**src/rtl/cache_mem_arbiter_pkg.sv**
```systemverilog
// Shared pipeline types for the cache / memory arbiter.
// Provides the arbiter state and source enums, the line geometry constants
// and a helper that line-aligns a byte address.
package pipeline_types;

  localparam int LINE_BEATS = 8;
  localparam int BEAT_W     = 32;
  localparam int LINE_W     = LINE_BEATS * BEAT_W;

  typedef logic [255:0] bus256_t;

  typedef enum logic [2:0] {
    IDLE,
    CMD,
    RDATA,
    WDATA,
    DONE
  } cache_arb_state_t;

  typedef enum logic [1:0] {
    SRC_IC,
    SRC_DC_RD,
    SRC_DC_WR
  } arb_src_t;

  // A line is 32 bytes, so the low five address bits are dropped.
  function automatic logic [31:0] line_align(input logic [31:0] addr);
    return {addr[31:5], 5'b0_0000};
  endfunction

endpackage

```
**src/rtl/cache_mem_arbiter.sv**
```systemverilog
// Cache / memory arbiter: shares one 32-bit beat-serial memory port between
// ICache refills, DCache refills and DCache writebacks. One 256-bit line is
// moved per grant as 8 beats.
// Optional feature macro: CACHE_ARB_ROUND_ROBIN_EN selects round-robin between
// the ICache and DCache groups instead of fixed priority (wr > dc rd > ic rd).
module cache_mem_arbiter
  import pipeline_types::*;
(
  input  logic          clk,
  input  logic          rst_n,
  input  logic          ic_rd_req,
  input  logic [31:0]   ic_rd_addr,
  output logic          ic_ret_valid,
  output logic [255:0]  ic_ret_data,
  input  logic          dc_rd_req,
  input  logic [31:0]   dc_rd_addr,
  output logic          dc_ret_valid,
  output logic [255:0]  dc_ret_data,
  input  logic          dc_wr_req,
  input  logic [31:0]   dc_wr_addr,
  input  logic [255:0]  dc_wr_data,
  output logic          dc_wr_ok,
  output logic          mem_cmd_valid,
  input  logic          mem_cmd_ready,
  output logic          mem_cmd_we,
  output logic [31:0]   mem_cmd_addr,
  input  logic          mem_rvalid,
  input  logic [31:0]   mem_rdata,
  output logic          mem_wvalid,
  input  logic          mem_wready,
  output logic [31:0]   mem_wdata
);

  cache_arb_state_t state_q, state_d;
  arb_src_t         src_q, grant_src;
  logic             we_q;
  logic [31:0]      addr_q, grant_addr;
  bus256_t          line_q, line_merged, ret_data_q;
  logic [2:0]       beat_q;
  logic             any_req, last_beat;

`ifdef CACHE_ARB_ROUND_ROBIN_EN
  // Set when the DCache group won the most recent grant.
  logic dc_last_q;

  // DCache group wins unless the ICache is also waiting and DCache went last.
  function automatic arb_src_t pick_src(input logic ic, input logic dc_rd,
                                        input logic dc_wr, input logic dc_last);
    arb_src_t dc_src;
    dc_src = dc_wr ? SRC_DC_WR : SRC_DC_RD;
    if ((dc_wr || dc_rd) && !(ic && dc_last)) return dc_src;
    return SRC_IC;
  endfunction
`else
  // Fixed priority: writeback, then DCache refill, then ICache refill.
  function automatic arb_src_t pick_src(input logic ic, input logic dc_rd,
                                        input logic dc_wr);
    if (dc_wr) return SRC_DC_WR;
    if (dc_rd) return SRC_DC_RD;
    if (ic)    return SRC_IC;
    return SRC_IC;
  endfunction
`endif

  assign any_req   = ic_rd_req | dc_rd_req | dc_wr_req;
  assign last_beat = (beat_q == 3'(LINE_BEATS - 1));

  // Grant candidate and its address, only consumed in IDLE.
  always_comb begin
`ifdef CACHE_ARB_ROUND_ROBIN_EN
    grant_src = pick_src(ic_rd_req, dc_rd_req, dc_wr_req, dc_last_q);
`else
    grant_src = pick_src(ic_rd_req, dc_rd_req, dc_wr_req);
`endif
    case (grant_src)
      SRC_DC_WR: grant_addr = dc_wr_addr;
      SRC_DC_RD: grant_addr = dc_rd_addr;
      default:   grant_addr = ic_rd_addr;
    endcase
  end

  // Line buffer with the current read beat merged into its slot.
  always_comb begin
    line_merged = line_q;
    line_merged[{beat_q, 5'b0_0000} +: BEAT_W] = mem_rdata;
  end

  // State register.
  always_ff @(posedge clk or negedge rst_n) begin
    if (!rst_n) state_q <= IDLE;
    else        state_q <= state_d;
  end

  // Next-state logic.
  always_comb begin
    state_d = state_q;
    case (state_q)
      IDLE:    if (any_req) state_d = CMD;
      CMD:     if (mem_cmd_ready) state_d = we_q ? WDATA : RDATA;
      RDATA:   if (mem_rvalid && last_beat) state_d = DONE;
      WDATA:   if (mem_wready && last_beat) state_d = DONE;
      DONE:    state_d = IDLE;
      default: state_d = IDLE;
    endcase
  end

  // Output decode from state and latched transaction.
  always_comb begin
    mem_cmd_valid = (state_q == CMD);
    mem_cmd_we    = we_q;
    mem_cmd_addr  = addr_q;
    mem_wvalid    = (state_q == WDATA);
    mem_wdata     = mem_wvalid ? line_q[{beat_q, 5'b0_0000} +: BEAT_W] : '0;
    ic_ret_valid  = (state_q == DONE) && (src_q == SRC_IC);
    dc_ret_valid  = (state_q == DONE) && (src_q == SRC_DC_RD);
    dc_wr_ok      = (state_q == DONE) && (src_q == SRC_DC_WR);
    ic_ret_data   = ret_data_q;
    dc_ret_data   = ret_data_q;
  end

  // Transaction latch, beat counter, line buffer and returned line.
  always_ff @(posedge clk or negedge rst_n) begin
    if (!rst_n) begin
      src_q      <= SRC_IC;
      we_q       <= 1'b0;
      addr_q     <= '0;
      beat_q     <= '0;
      line_q     <= '0;
      ret_data_q <= '0;
    end else begin
      case (state_q)
        IDLE: if (any_req) begin
          src_q  <= grant_src;
          we_q   <= (grant_src == SRC_DC_WR);
          addr_q <= line_align(grant_addr);
          if (grant_src == SRC_DC_WR) line_q <= dc_wr_data;
        end
        CMD: if (mem_cmd_ready) beat_q <= '0;
        RDATA: if (mem_rvalid) begin
          line_q <= line_merged;
          beat_q <= beat_q + 3'd1;
          if (last_beat) ret_data_q <= line_merged;
        end
        WDATA: if (mem_wready) beat_q <= beat_q + 3'd1;
        default: ;
      endcase
    end
  end

`ifdef CACHE_ARB_ROUND_ROBIN_EN
  // Remember which group won, updated on every grant.
  always_ff @(posedge clk or negedge rst_n) begin
    if (!rst_n)                           dc_last_q <= 1'b0;
    else if (state_q == IDLE && any_req)  dc_last_q <= (grant_src != SRC_IC);
  end
`endif

endmodule

```
**config.mk**
```make
export PLATFORM = sky130hd
export DESIGN_NAME = cache_mem_arbiter
export DESIGN_NICKNAME = d
export VERILOG_FILES = /design/src/rtl/cache_mem_arbiter_pkg.sv /design/src/rtl/cache_mem_arbiter.sv
export SDC_FILE = /design/constraint.sdc
export NUM_CORES = 1
export LEC_CHECK = 0
export CAP_MARGIN = 20
export CORE_AREA = 2 2 377 379
export DETAILED_ROUTE_END_ITERATION = 8
export DIE_AREA = 0 0 379 381
export GPL_TIMING_DRIVEN = 0
export SETUP_SLACK_MARGIN = 0.5
export SLEW_MARGIN = 20
export SYNTH_ARGS = -nofsm -noshare
export SYNTH_HDL_FRONTEND = slang
export SYNTH_SLANG_ARGS = --single-unit
```
**constraint.sdc**
```tcl
create_clock -name clk -period 3.8 [get_ports clk]
set_input_delay 0.76 -clock clk [delete_from_list [all_inputs] [get_ports clk]]
set_output_delay 0.76 -clock clk [all_outputs]
set_load 0.02 [all_outputs]
```
==> out/metrics.cfg, run 1 <==
[critical_path]
r2r_cells = 10
cp-start-kind = register
critPathCaptureType = primary output
worstPathRequired_ns = 3.04
crit_path_end = mem_wdata[22]
setup.worst_path.class = register to primary output
worstReg2RegStart = beat_q[1]
ff2ff_setup_slack_ns = 0.47
worstReg2RegEnd = dc_ret_data[214]
worstPathArrival_ns = 2.58
crit_path_max_fanout = 4
crit_start = beat_q[0]

[sta]
hold_ws_ns = 0.01020
finalSetupViolations = 0
fin_skew_ns = 0.03250
period_minus_slack_ns = 3.338
max_slew_margin_pct = 22.75
hold_viol_final = 0
rsz0062_at_grt = true
slew_viol_final = 0
tightest_slew_ns = 1.159
clock.fmax_mhz = 299.6
finalCritPeriodShare_pct = 87.83

[drt]
firstDrtPassIters = 5
vias_per_cell = 4.984
drc = 0
drt_iter0_drc = 3022
drt_wl_total_um = 190400
vias = 29780
antenna_left = 0
post_drt_wl_per_cell_um = 31.87

[cells_and_area]
final_nets = 4399
drive_gt1_share_pct = 19.79
final_cell_mix = clkdlybuf4s50_1, dfrtp_1, nand2_1
design_area_um2 = 44480
area_growth_pct = 54.70
layout_commonest_cell = clkdlybuf4s50_1

[pwr]
p_sw_share_pct = 44.31
p_leak_nw = 18.99
p_comb_share_pct = 54.4
power_density_nw_per_um2 = 870.8
clkPwrFrac_pct = 18.1
seq_power_share_pct = 27.4
power.internal_mw = 21.57
p_sw_mw = 17.16
vdd_drop_max_uv = 357.5

[global_routing]
grt_overflow = 0
grt_first_pass_wirelength_um = 252600
antenna_found_initial = 86
grtUsageTotal_pct = 25.49
grt_max_degree = 90
grt_pass1_vias = 29310

[clock_network]
insertion_delay_ns = 0.66
clk_pin_slew_worst_paths_ns = 0.06
ctsHoldBuffers = 0
htree_levels = 3
cts-buffers-inserted = 69
max-clock-path-buffers = 3
root_buffer = clkbuf_16
cts_tree = done
clkSinkCount = 548

[floorplan]
fp.dieArea_um2 = 144400
die_w_um = 379
core_area_um2 = 140600
core.rowCount = 138
initial_core_util_pct = 20.46
num_io_pins = 974
die_h_um = 381

[synthesis]
yosys_register_bits = 548
yosysTopAreaCell = dfrtp_1
synth-edff-count = 0
synth_cell_type_count = 57
yosys-top-cells-area = dfrtp_1, buf_4, a221o_1
avgSynthCellArea_um2 = 9.821
yosys.area.top_type_share_pct = 47.69
synthCells = 2928
synthFlopType = dfrtp_1
async_flop_share_pct = 100.0
synth_area_um2 = 28760
ys_seq_area_share_pct = 47.69
ys_warn_count = 0

[min_path]
hold_class = input port to async pin

[place]
place_area_um2 = 40950
place.gp.congestion = 0.9408
dp_hpwl_um = 150300
port_buffers = 953

[flow_run]
maxCapViolations = 0

[status]
status = complete, no violations

## worst min-delay path by stage
stage	start	end
6_report	rst_n	mem_cmd_addr[20]
5_1_grt	rst_n	mem_cmd_addr[20]
4_1_cts	rst_n	mem_cmd_addr[20]
3_5_place_dp	mem_cmd_addr[30]	mem_cmd_addr[30]
3_3_place_gp	mem_cmd_addr[7]	mem_cmd_addr[7]
2_1_floorplan	rst_n	beat_q[0]
## routing by layer
| layer | routed length [µm] | track usage, % | vias up |
|---|---|---|---|
| met5 | 653 | 0 | - |
| met4 | 8112 | 9.722 | 96 |
| met3 | 18300 | 8.045 | 431 |
| met2 | 89560 | 41.67 | 1741 |
| met1 | 73740 | 31.11 | 15100 |
| li1 | - | - | 12410 |
## state kept, by name (all words and copies together) (netlist names)
| signal | count |
|---|---|
| beat_q | 3 |
| dc_ret_data | 256 |
| src_q | 2 |
| mem_cmd_addr | 27 |
| line_q | 256 |
| state_q | 3 |
| mem_cmd_we | 1 |
## what timing repair did
item	CTS	global route
pin swaps	7	7
setup buffers	25	6
cloned	1	3
endpoints found under the setup margin	548	408
gates resized for setup	388	113
hold endpoints to repair	0	0
## kinds of logic (layout without fill, tap and decap cells)
logic type | count (synthesis) | count (layout) | synth area share, %
other | 1 | 36 | 0.01304
adders and majority gates | 7 | 7 | 0.3046
DFF | 548 | 548 | 47.69
AOI/OAI and AO/OA | 852 | 852 | 20.64
buffers and inverters | 540 | 1661 | 10.78
and+or+nand+nor | 823 | 823 | 12.31
muxes | 157 | 157 | 8.254
## layout make-up
type,instances,area (µm²)
antenna,31,77.57
buffer,532,3669
clock buffer,94,2003
clock inverter,30,337.8
fill,14580,96070
inverter,7,31.28
multi-input combinational,1844,12240
sequential,548,13710
tap,1890,2365
timing repair buffer,998,10040
## per-stage QoR
stage	util, %	total power [mW]	TNS [ns]	worst slack, ns	instances
2_1_floorplan	-	20.04	0	0.5996	2932
5_1_grt	31.63	40.26	0	0.4200	5962
3_5_place_dp	29.13	30.62	-769.62	-2.074	5785
6_report	31.65	38.74	0	0.4624	5974
4_1_cts	31.47	38.48	0	0.3677	5934
3_3_place_gp	28.94	30.34	-	-24.30	5775
## power groups by stage
stage | Combinational (mW) | Clock [mW] | Sequential, mW
4_1_cts | 20.8 | 7.09 | 10.6
2_1_floorplan | 9.43 | 0 | 10.6
3_5_place_dp | 20.0 | 0 | 10.6
3_3_place_gp | 19.7 | 0 | 10.6
6_report | 21.1 | 7.03 | 10.6
5_1_grt | 22.1 | 7.35 | 10.8
## worst max-delay path, stage by stage, from the launching register on
cell and delay [ns]:
dfrtp_1 0.39, buf_6 0.18, clkbuf_16 0.19, clkbuf_16 0.16
buf_4 0.11, mux4_2 0.56, nand2_2 0.12, a21oi_1 0.07
buf_2 0.17
## Yosys cell counts, drive strengths merged (5+ instances only)
master	instances
a21oi	193
a221o	187
a22oi	31
a2bb2oi	65
and2	33
and3	31
buf	337
clkbuf	196
dfrtp	548
ha	7
inv	6
mux2i	92
mux4	64
nand2	363
nand2b	35
nand3	9
nor2	288
nor2b	31
nor3	9
nor3b	5
o211ai	33
o21ai	258
o22ai	65
No activity file was read; power rests on OpenSTA's default activity.
==> inputs of run 2 (changes only) <==
--- a/config.mk
+++ b/config.mk
@@ -9,7 +9,6 @@
 export CORE_AREA = 2 2 377 379
 export DETAILED_ROUTE_END_ITERATION = 8
 export DIE_AREA = 0 0 379 381
-export GPL_TIMING_DRIVEN = 0
 export SETUP_SLACK_MARGIN = 0.5
 export SLEW_MARGIN = 20
 export SYNTH_ARGS = -nofsm -noshare
==> run 2 against run 1 <==
  * Design area fell by 5.2%
  * Non-clock buffer count decreased by 416
  * Utilization down 1.7 points
  * Wire length shrank 11%
  * Global-route usage down 3.1 points
  * Critical endpoint is now dc_ret_data[54]
  * Clock power rose by 1%
  * Clock skew is 0.014 ns higher
  * Critical path depth is 6 higher
  * Die area did not move
  * Fmax rose by 1.0%
  * First-iteration DRC count fell by 1.6%
  * Sequential power about the same
==> out/metrics.cfg, run 2 (synthesis gave the netlist of run 1 again) <==
[status]
status = complete, no violations

[global_routing]
grt_max_degree = 165  ; +83%
grtUsageTotal_pct = 22.40  ; -3.1 points
grt_first_pass_wirelength_um = 223800  ; -11%
grt_pass1_vias = 26670  ; -9.0%
grt_overflow = 0  ; unchanged
antenna_found_initial = 57  ; -34%

[critical_path]
critPathSlowestCell = dfrtp_4
path_cells = buf_12, buf_4, buf_6, inv_1, ha_1, ha_1, buf_6, buf_4, nand4_1, buf_4, buf_4, nor2_1, a21oi_1, o21ai_0
critPathTopFamily = buffers and inverters
cpPeakStageDelay_ns = 0.50  ; -0.06 ns
crit_path_max_fanout = 17  ; +13
worstPathRequired_ns = 4.31  ; +1.27 ns
cp_common_cell = buf_4
cp_num_buf_inv = 8  ; +3
cp-start-kind = register
worstPathArrival_ns = 3.81  ; +1.23 ns
critPathCaptureType = register
setup.worst_path.class = register to register

[sta]
setup_tns_ns = 0  ; unchanged
clock.fmax_mhz = 302.6  ; +1.0%
slew_viol_final = 0  ; unchanged
max_slew_margin_pct = 28.58  ; +5.8 points
fin_skew_ns = 0.04646  ; +0.01397 ns
hold_ws_ns = 0.1315  ; +0.1213 ns
finalSetupViolations = 0  ; unchanged
finalCritPeriodShare_pct = 86.96  ; -0.87 points
tightest_slew_ns = 1.070  ; -0.08862 ns
rsz0062_at_grt = true
period_minus_slack_ns = 3.304  ; -0.03322 ns
hold_viol_final = 0  ; unchanged

[place]
dp_hpwl_um = 121500  ; -19%
place.gp.congestion = 0.8811  ; -6.3%
port_buffers = 953  ; unchanged

[drt]
firstDrtPassIters = 6  ; +1
post_drt_wl_per_cell_um = 30.38  ; -4.7%
vias = 27240  ; -8.5%
drt_wl_total_um = 168500  ; -11%
vias_per_cell = 4.911  ; -1.5%
drc = 0  ; unchanged
antenna_left = 0  ; unchanged
drt_iter0_drc = 2974  ; -1.6%

[floorplan]
num_io_pins = 974  ; unchanged
initial_core_util_pct = 20.46  ; unchanged
core_area_um2 = 140600  ; unchanged
fp.dieArea_um2 = 144400  ; unchanged
die_w_um = 379  ; unchanged
die_h_um = 381  ; unchanged
core.rowCount = 138  ; unchanged

[cells_and_area]
fin_util_pct = 30.00  ; -1.7 points
nFillCells = 14620  ; +0.26%
final_cell_mix = clkdlybuf4s50_1, dfrtp_1, nand2_1
layout_commonest_cell = clkdlybuf4s50_1
area_growth_pct = 46.62
drive_gt1_share_pct = 12.58  ; -7.2 points
final_nets = 3986  ; -9.4%

[pwr]
vdd_drop_max_uv = 456.6  ; +28%
power.internal_mw = 20.63  ; -4.4%
seq_power_share_pct = 28.2  ; +0.8 points
p_sw_mw = 16.50  ; -3.9%
clkPwrFrac_pct = 19.2  ; +1.1 points
p_comb_share_pct = 52.6  ; -1.8 points
finalPower_mw = 37.13  ; -4.2%
p_sw_share_pct = 44.43  ; +0.12 points
power_density_nw_per_um2 = 880.7  ; +1.1%
p_leak_nw = 17.29  ; -8.9%

[clock_network]
clk_pin_slew_worst_paths_ns = 0.06  ; about the same
ctsHoldBuffers = 0  ; unchanged
cts-buffers-inserted = 71  ; +2.9%
max-clock-path-buffers = 3  ; unchanged
htree_levels = 3  ; unchanged
clkSinkCount = 548  ; unchanged
cts_tree = done
insertion_delay_ns = 0.69  ; +0.03 ns
root_buffer = clkbuf_16

[flow_run]
maxCapViolations = 0  ; unchanged

[min_path]
hold_class = input port to async pin

## run 2: repair_timing
item,4_1_cts,5_1_grt
setup endpoints to repair,34,260
gates cloned,4,4
pin swaps,8,9
resized for setup,133,51
buffers inserted,15,15
## run 2: metal layers
metal	routed length, µm	global-route usage (%)	vias to the layer above
li1	-	-	11550
met3	16300	6.952	291
met1	65100	27.40	13790
met2	81630	37.20	1559
met5	437	0	-
met4	5034	7.297	48
## run 2: metrics by stage
stage	worst slack, ns	instances	area, µm²
4_1_cts	0.3480	5511	41820
6_report	0.4956	5546	42160
3_5_place_dp	0.5163	5366	39110
2_1_floorplan	0.5996	2932	28770
3_3_place_gp	0.4861	5366	39110
5_1_grt	0.4205	5542	42150
## run 2: cell type report
type / instances / area (µm²) / area share (%)
well taps: 1890 / 2365 / 5.609
flip-flops and latches: 548 / 13720 / 32.55
repair buffers: 1114 / 11360 / 26.93
multi-input cells: 1845 / 12250 / 29.05
clock buffers: 99 / 2023 / 4.799
diodes: 16 / 40.04 / 0.09497
clock inverters: 27 / 374.1 / 0.8873
inverters: 7 / 31.28 / 0.07419
## run 2: path summary, 6_finish.rpt
path | startpoint | to | slack (ns) | cells past startpoint
max in group asynchronous | rst_n | dc_ret_data[18] | 2.56 | 2
hold reg to reg | mem_cmd_addr[29] | mem_cmd_addr[29] | 0.48 | 2
hold / removal | rst_n | mem_cmd_addr[24] | 0.13 | 1
setup / recovery | beat_q[0] | dc_ret_data[54] | 0.50 | 14
setup reg to reg | beat_q[0] | dc_ret_data[54] | 0.50 | 14
min in group clk | mem_cmd_addr[29] | mem_cmd_addr[29] | 0.48 | 2
## run 2: power groups by stage
stage	combinational, mW	sequential (mW)	clock, mW
4_1_cts	19.2	10.4	7.26
3_5_place_dp	18.7	10.6	0
2_1_floorplan	9.43	10.6	0
6_report	19.5	10.5	7.13
3_3_place_gp	18.5	10.5	0
5_1_grt	20.5	10.7	7.51
## run 2: worst reg2reg max path, stage by stage, from the launching register on
cell and delay (ns):
dfrtp_4 0.50, buf_12 0.18, buf_4 0.14, buf_6 0.16
inv_1 0.10, ha_1 0.25, ha_1 0.32, buf_6 0.15
buf_4 0.14, nand4_1 0.08, buf_4 0.35, buf_4 0.41
nor2_1 0.12, a21oi_1 0.14, o21ai_0 0.09
